## config.mk

```make
export PLATFORM = sky130hd
export DESIGN_NAME = fp_align
export DESIGN_NICKNAME = d
export VERILOG_FILES = /design/src/rtl/fp_pkg.sv /design/src/rtl/align_shr_step.sv /design/src/rtl/fp_align.sv
export SDC_FILE = /design/constraint.sdc
export NUM_CORES = 1
export LEC_CHECK = 0
export BUFFER_PORTS_ARGS = -buffer_cell sky130_fd_sc_hd__buf_2
export CAP_MARGIN = 30
export CORE_AREA = 2 2 157 159
export DETAILED_ROUTE_END_ITERATION = 10
export DIE_AREA = 0 0 159 161
export PLACE_DENSITY = 0.58
export RECOVER_POWER = 100
export SLEW_MARGIN = 40
export SYNTH_ARGS = -nofsm -noshare
export SYNTH_HDL_FRONTEND = slang
export SYNTH_SLANG_ARGS = --single-unit
```

## constraint.sdc

```tcl
create_clock -name clk -period 6.7 [get_ports clk]
set_clock_uncertainty 0.1 [all_clocks]
set_input_delay 1.34 -clock clk [delete_from_list [all_inputs] [get_ports clk]]
set_output_delay 1.34 -clock clk [all_outputs]
set_load 0.02 [all_outputs]
```

## src/rtl/fp_pkg.sv

```systemverilog
// Shared definitions for the single-precision add/sub datapath: field widths,
// extended-mantissa bit positions and the operand unpack helper.
package fp_pkg;

  localparam int unsigned EXP_W       = 8;
  localparam int unsigned FRAC_W      = 23;
  localparam int unsigned EXT_W       = 28;
  localparam logic [7:0]  EXP_SPECIAL = 8'hFF;
  localparam int unsigned DIFF_MAX    = 28;

  // Width of the remaining-shift counter; holds 0..DIFF_MAX.
  localparam int unsigned REM_W = 5;

  // Extended-mantissa layout, shared with the rounding stage.
  localparam int unsigned EXT_HIDDEN    = 27;
  localparam int unsigned EXT_FRAC_MSB  = 26;
  localparam int unsigned EXT_FRAC_LSB  = 4;
  localparam int unsigned EXT_GUARD_MSB = 3;
  localparam int unsigned EXT_GUARD_LSB = 1;
  localparam int unsigned EXT_STICKY    = 0;

  typedef enum logic [1:0] {
    StIdle,
    StCmp,
    StShift,
    StDone
  } state_e;

  typedef struct packed {
    logic             sign;
    logic [EXP_W-1:0] exp;
    logic [EXT_W-1:0] mant;
  } unpacked_t;

  // Denormals get effective exponent 1 and no hidden bit.
  function automatic unpacked_t unpack(input logic [31:0] x);
    unpacked_t u;
    u.sign = x[31];
    if (x[EXP_W+FRAC_W-1:FRAC_W] != '0) begin
      u.exp  = x[EXP_W+FRAC_W-1:FRAC_W];
      u.mant = {1'b1, x[FRAC_W-1:0], 4'b0000};
    end else begin
      u.exp  = 8'd1;
      u.mant = {1'b0, x[FRAC_W-1:0], 4'b0000};
    end
    return u;
  endfunction

endpackage

```

## src/rtl/align_shr_step.sv

```systemverilog
// Combinational right shift of an extended mantissa by 0..STEP bits. Every bit
// that leaves the word (including the old sticky bit) is ORed into bit 0.
module align_shr_step
  import fp_pkg::*;
#(
  parameter int unsigned STEP = 4,
  localparam int unsigned AMT_W = $clog2(STEP + 1)
) (
  input  logic [EXT_W-1:0] din,
  input  logic [AMT_W-1:0] amt,
  output logic [EXT_W-1:0] dout
);

  logic [EXT_W-1:0] lost_mask;
  logic             lost;

  // Shift and fold the departing bits into sticky
  always_comb begin
    lost_mask        = (EXT_W'(1) << amt) - EXT_W'(1);
    lost             = |(din & lost_mask);
    dout             = din >> amt;
    dout[EXT_STICKY] = dout[EXT_STICKY] | lost;
  end

endmodule

```

## src/rtl/fp_align.sv

```systemverilog
// Pre-normalization stage: unpacks two binary32 operands, orders them by
// magnitude and right-aligns the smaller mantissa to the larger exponent,
// STEP bits per cycle, keeping a sticky bit.
module fp_align
  import fp_pkg::*;
#(
  parameter int unsigned STEP = 4
) (
  input  logic             clk,
  input  logic             rst,
  input  logic             in_valid,
  output logic             in_ready,
  input  logic [31:0]      a,
  input  logic [31:0]      b,
  input  logic             operator,
  output logic             out_valid,
  input  logic             out_ready,
  output logic [EXP_W-1:0] exp_out,
  output logic [EXT_W-1:0] mantis_big,
  output logic [EXT_W-1:0] mantis_small,
  output logic             sign_big,
  output logic             sign_small,
  output logic             eff_sub,
  output logic             swapped,
  output logic             special
);

  localparam int unsigned     AMT_W      = $clog2(STEP + 1);
  localparam logic [REM_W-1:0] STEP_R     = REM_W'(STEP);
  localparam logic [REM_W-1:0] DIFF_MAX_R = REM_W'(DIFF_MAX);

  state_e state_q, state_d;

  logic [31:0]      a_q, b_q;
  logic             op_q;
  logic [EXP_W-1:0] exp_q;
  logic [EXT_W-1:0] big_q, small_q;
  logic             sign_big_q, sign_small_q, eff_sub_q, swapped_q, special_q;
  logic [REM_W-1:0] rem_q;

  unpacked_t        ua, ub, ubig, usmall;
  logic             b_larger;
  logic [EXP_W-1:0] exp_diff;
  logic [REM_W-1:0] diff_clamped;
  logic             is_special;

  logic [REM_W-1:0] step_k;
  logic [AMT_W-1:0] shift_amt;
  logic [EXT_W-1:0] small_shifted;

  // Operand ordering and exponent difference for the compare cycle
  always_comb begin
    ua       = unpack(a_q);
    ub       = unpack(b_q);
    b_larger = (ub.exp > ua.exp) || ((ub.exp == ua.exp) && (ub.mant > ua.mant));
    ubig     = b_larger ? ub : ua;
    usmall   = b_larger ? ua : ub;
    exp_diff = ubig.exp - usmall.exp;
    diff_clamped = (exp_diff > EXP_W'(DIFF_MAX)) ? DIFF_MAX_R : exp_diff[REM_W-1:0];
    is_special = (a_q[EXP_W+FRAC_W-1:FRAC_W] == EXP_SPECIAL) ||
                 (b_q[EXP_W+FRAC_W-1:FRAC_W] == EXP_SPECIAL);
  end

  // Per-cycle shift amount: min(STEP, remaining)
  always_comb begin
    step_k    = (rem_q > STEP_R) ? STEP_R : rem_q;
    shift_amt = AMT_W'(step_k);
  end

  align_shr_step #(
    .STEP (STEP)
  ) u_shr (
    .din  (small_q),
    .amt  (shift_amt),
    .dout (small_shifted)
  );

  // State register
  always_ff @(posedge clk) begin
    if (rst) begin
      state_q <= StIdle;
    end else begin
      state_q <= state_d;
    end
  end

  // Next-state logic
  always_comb begin
    state_d = state_q;
    case (state_q)
      StIdle: begin
        if (in_valid) state_d = StCmp;
      end
      StCmp: begin
        if (is_special || (diff_clamped == '0)) state_d = StDone;
        else                                    state_d = StShift;
      end
      StShift: begin
        if (rem_q <= STEP_R) state_d = StDone;
      end
      StDone: begin
        if (out_ready) state_d = StIdle;
      end
      default: state_d = StIdle;
    endcase
  end

  // Handshake outputs decoded from state
  always_comb begin
    in_ready  = (state_q == StIdle);
    out_valid = (state_q == StDone);
  end

  // Operand capture, compare load and shift datapath
  always_ff @(posedge clk) begin
    if (rst) begin
      a_q          <= '0;
      b_q          <= '0;
      op_q         <= 1'b0;
      exp_q        <= '0;
      big_q        <= '0;
      small_q      <= '0;
      sign_big_q   <= 1'b0;
      sign_small_q <= 1'b0;
      eff_sub_q    <= 1'b0;
      swapped_q    <= 1'b0;
      special_q    <= 1'b0;
      rem_q        <= '0;
    end else begin
      case (state_q)
        StIdle: begin
          if (in_valid) begin
            a_q  <= a;
            b_q  <= b;
            op_q <= operator;
          end
        end
        StCmp: begin
          exp_q        <= ubig.exp;
          big_q        <= ubig.mant;
          small_q      <= usmall.mant;
          sign_big_q   <= ubig.sign;
          sign_small_q <= usmall.sign;
          eff_sub_q    <= op_q ^ a_q[31] ^ b_q[31];
          swapped_q    <= b_larger;
          special_q    <= is_special;
          // Inf/NaN pass through unshifted
          rem_q        <= is_special ? '0 : diff_clamped;
        end
        StShift: begin
          small_q <= small_shifted;
          rem_q   <= rem_q - step_k;
        end
        default: ;
      endcase
    end
  end

  // Result outputs come straight from registers so they hold under backpressure
  always_comb begin
    exp_out      = exp_q;
    mantis_big   = big_q;
    mantis_small = small_q;
    sign_big     = sign_big_q;
    sign_small   = sign_small_q;
    eff_sub      = eff_sub_q;
    swapped      = swapped_q;
    special      = special_q;
  end

endmodule
```

==> summary.md <==
| Metric | Value |
|---|---|
| Area leader, netlist | dfxtp_1 |
| PwrDens | around 530 nW/um^2 |
| I/O pins | 140 |
| Worst r2r src | b_q[24]$_SDFFE_PP0P_ |
| Gr usage total | 0.185 |
| Vias in the first global route | 7227 |
| Synth-to-Final Area Change | 16.1% |
| Clk Latency, worst-skew pair | roughly 420 ps |
| Setup crit end kind | register |
| Die area | roughly 26000 sq um |
| Total grt overflow | 0 |
| Slew Viols, Final | between 150 and 200 |
| Synth Instances | 1091 |
| Hold_buf cts | 0 |
| DRT iter0 DRCs | 592 |
| Lkg Pwr | roughly 3.5 nW |
| Max Freq | approximately 180 MHz |
| Startpoint Class | register |
| Ys async rst share | 0 |
| Top_reg_cell synth | dfxtp_1 |
| Max-cap viol count | 3 |
| Status | complete, but fails checks |
| Mapped cell area | 8290 sq um |
| Post-synthesis sequential area ratio | 0.331 |
| Vias/cell | slightly above 5 |
| EDFF count, synth | 0 |
| Synthesis-stage register bit count | 137 |
| Arrival time worst endpoint | 5670 ps |
| Die Wd | 159 um |
| Syn. warnings | 0 |
| Overall Power | approximately 5 mW |
| Fin nets | 1279 |
| Synth area leaders | dfxtp_1 33%, mux2i_1 10%, nand2_1 10% |
| Routed via count | 7777 |
| Maximum clock insertion buffer count | 2 |
| Actual slew at the worst max-slew pin | 3240 ps |
| Crit path from | b_q[24]$_SDFFE_PP0P_ |
| Critical Path Sink | rem_q[1]$_SDFFE_PP0P_ |
| CORE AREA | about 24000 sq um |
| Tcrit/Tclk final | 0.813 |
| Drt first pass iters | 5 |
| Worst-path clk slew | around 60 ps |
| H-tree lvl count | 4 |
| Post-route DRC | 0 |
| CTS resizes | 0 |
| Buffers added on ports | ~140 |
| Layout cell share with drive strength beyond 1 | 0.105 |
| Final WL | between 20000 and 25000 um |
| Post-route ant nets | 0 |
| Synthesized area per cell | approximately 7.6 sq um |
| Cts bufs inserted | 17 |
| GPL Wtd Cong | about 0.86 |
| First-pass GRT wire length | 38400 um |
| Post-layout min period | ~5400 ps |
| Setup CP Type | reg -> reg |
| Min-Delay Path Class | reg -> reg |
| Initial Utilization | 0.346 |
| Most numerous cell in the Yosys netlist | nand2_1 |
| HPWL Detailed | about 17000 um |
| R2r endpoint | rem_q[1]$_SDFFE_PP0P_ |
| Setup Buffers After CTS | 0 |
| Synth unique cells | 64 |
| Die Ht | approximately 160 um |
| CTS tree | built |
| WL/cell | between 15 and 20 um |
| Largest net degree at the start of global routing | 99 |
| ANT cells | 0 |
| Clock root buffer | clkbuf_16 |
| Share of Yosys cell area claimed by the top area cell type | 0.331 |
| # setup viols final | 0 |
| Commonest cells post-synth | 226 x nand2_1, 137 x dfxtp_1, 113 x a21oi_1, 85 x mux2i_1, 72 x nor2_1 |
| Final hold viol count | 0 |
| R2r setup slk | 1260 ps |
| Crit-path max FO | 37 |
| Reg2Reg Depth | 19 |
| Initial antenna violation count | 0 |
| CTS Sinks | ~140 |
| Worst EP required | about 7000 ps |
| Failing checks | max-capacitance violations, max-slew violations |
| # rows | 57 |
| Post-Route Setup TNS | 0 ps |
| Fill cell total of the finished layout | approximately 2.6k |
| RSZ-0062 raised after global routing | no |
| IR drop worst, VDD | roughly 0.00044 V |
| Headroom to the max-slew limit | -1.16 |
==> sequential cells by signal (all words and copies together) (netlist names) <==
| name | cells |
|---|---|
| op_q | 1 |
| a_q | 32 |
| rem_q | 5 |
| special | 1 |
| b_q | 32 |
| state_q | 2 |
| mantis_small | 28 |
| exp_out | 8 |
| swapped | 1 |
| eff_sub | 1 |
| mantis_big | 24 |
| sign_big | 1 |
| sign_small | 1 |
==> stage by stage <==
step	hold WS, ps	instance area [sq um]	worst slack [ps]	cells	util
floorplan	349	8300	1650	1096	-
global placement	358	9100	1440	1476	0.380
detailed placement	361	9110	1370	1476	0.380
CTS	369	9740	1350	1508	0.407
global route	389	9620	678	1508	0.401
finish	368	9620	1260	1508	0.401
==> final cells by class <==
cell class / count / area, sq um / area share
sequential: 137 / 2740 / 0.285
clock inverter: 9 / 136 / 0.0142
clock buffer: 23 / 498 / 0.0518
multi-input combinational: 829 / 5030 / 0.523
timing repair buffer: 144 / 647 / 0.0672
inverter: 42 / 158 / 0.0164
tap: 324 / 405 / 0.0421
==> critical path, cell delays in order, from the launching register on <==
cell       delay [ps]
dfxtp_1           420
nor4_1            390
nand2_1           170
ha_1              360
nand4_1           190
or4_1             550
nand2b_1          150
o211ai_1           90
and3_4            550
nand2_1           100
o22a_1            230
ha_1              200
o21a_1            190
o21ai_0           130
o21ai_0           150
a2111oi_0         480
mux2i_1           160
a211oi_1          300
a211oi_1          140
o32ai_2           270
==> report_power, final <==
part | internal [mW] | switching, mW
Combinational | 1.01 | 1.77
Sequential | 1.04 | 0.247
Clock | 0.638 | 0.373
Total | 2.69 | 2.39
==> layer usage <==
| layer | track usage | share of wire | wire length (um) |
|---|---|---|---|
| met1 | 0.274 | 0.52 | 12400 |
| met2 | 0.276 | 0.43 | 10300 |
| met3 | 0.0303 | 0.041 | 980 |
| met4 | 0.0483 | 0.014 | 345 |
| met5 | 0 | 0 | 0 |
==> cells by family after synthesis <==
| kind of cell | count (synthesis) | synth area share |
|---|---|---|
| simple gates | 430 | 0.231 |
| compound gates | 255 | 0.194 |
| flops | 137 | 0.331 |
| buf+inv | 130 | 0.0658 |
| mux | 91 | 0.111 |
| fa+ha+maj | 39 | 0.0589 |
| xor+xnor | 7 | 0.00740 |
| other cells | 2 | 0.000906 |
==> placed cells by master (no fill, tap or decap), types with 5 or more instances in the layout <==
cell       Yosys  layout
o21ai_0       31      31
clkbuf_1      65      73
clkbuf_16      0      17
nand3_1       45      45
clkbuf_8       0       5
nand2_1      226     225
nand4_1        9      10
nand2b_1      27      27
a211oi_1      37      38
mux2i_1       85      85
nor2b_1       15      15
ha_1          39      39
conb_1         2       7
buf_2         10      66
a21o_1         7       7
inv_1         42      42
dfxtp_1      137     137
nor2_1        72      72
a31oi_1        7       7
a21oi_1      113     113
o211ai_1      23      23
==> worst min-delay path by stage <==
stage / from / endpoint / cells after the start
after floorplan: op_q$_SDFFE_PP0P_ / op_q$_SDFFE_PP0P_ / 2
after global routing: a_q[4]$_SDFFE_PP0P_ / a_q[4]$_SDFFE_PP0P_ / 2
after detailed placement: a_q[16]$_SDFFE_PP0P_ / a_q[16]$_SDFFE_PP0P_ / 2
after CTS: a_q[16]$_SDFFE_PP0P_ / a_q[16]$_SDFFE_PP0P_ / 2
after global placement: a_q[15]$_SDFFE_PP0P_ / a_q[15]$_SDFFE_PP0P_ / 2
final: op_q$_SDFFE_PP0P_ / op_q$_SDFFE_PP0P_ / 2
No activity file was read; power rests on OpenSTA's default activity.
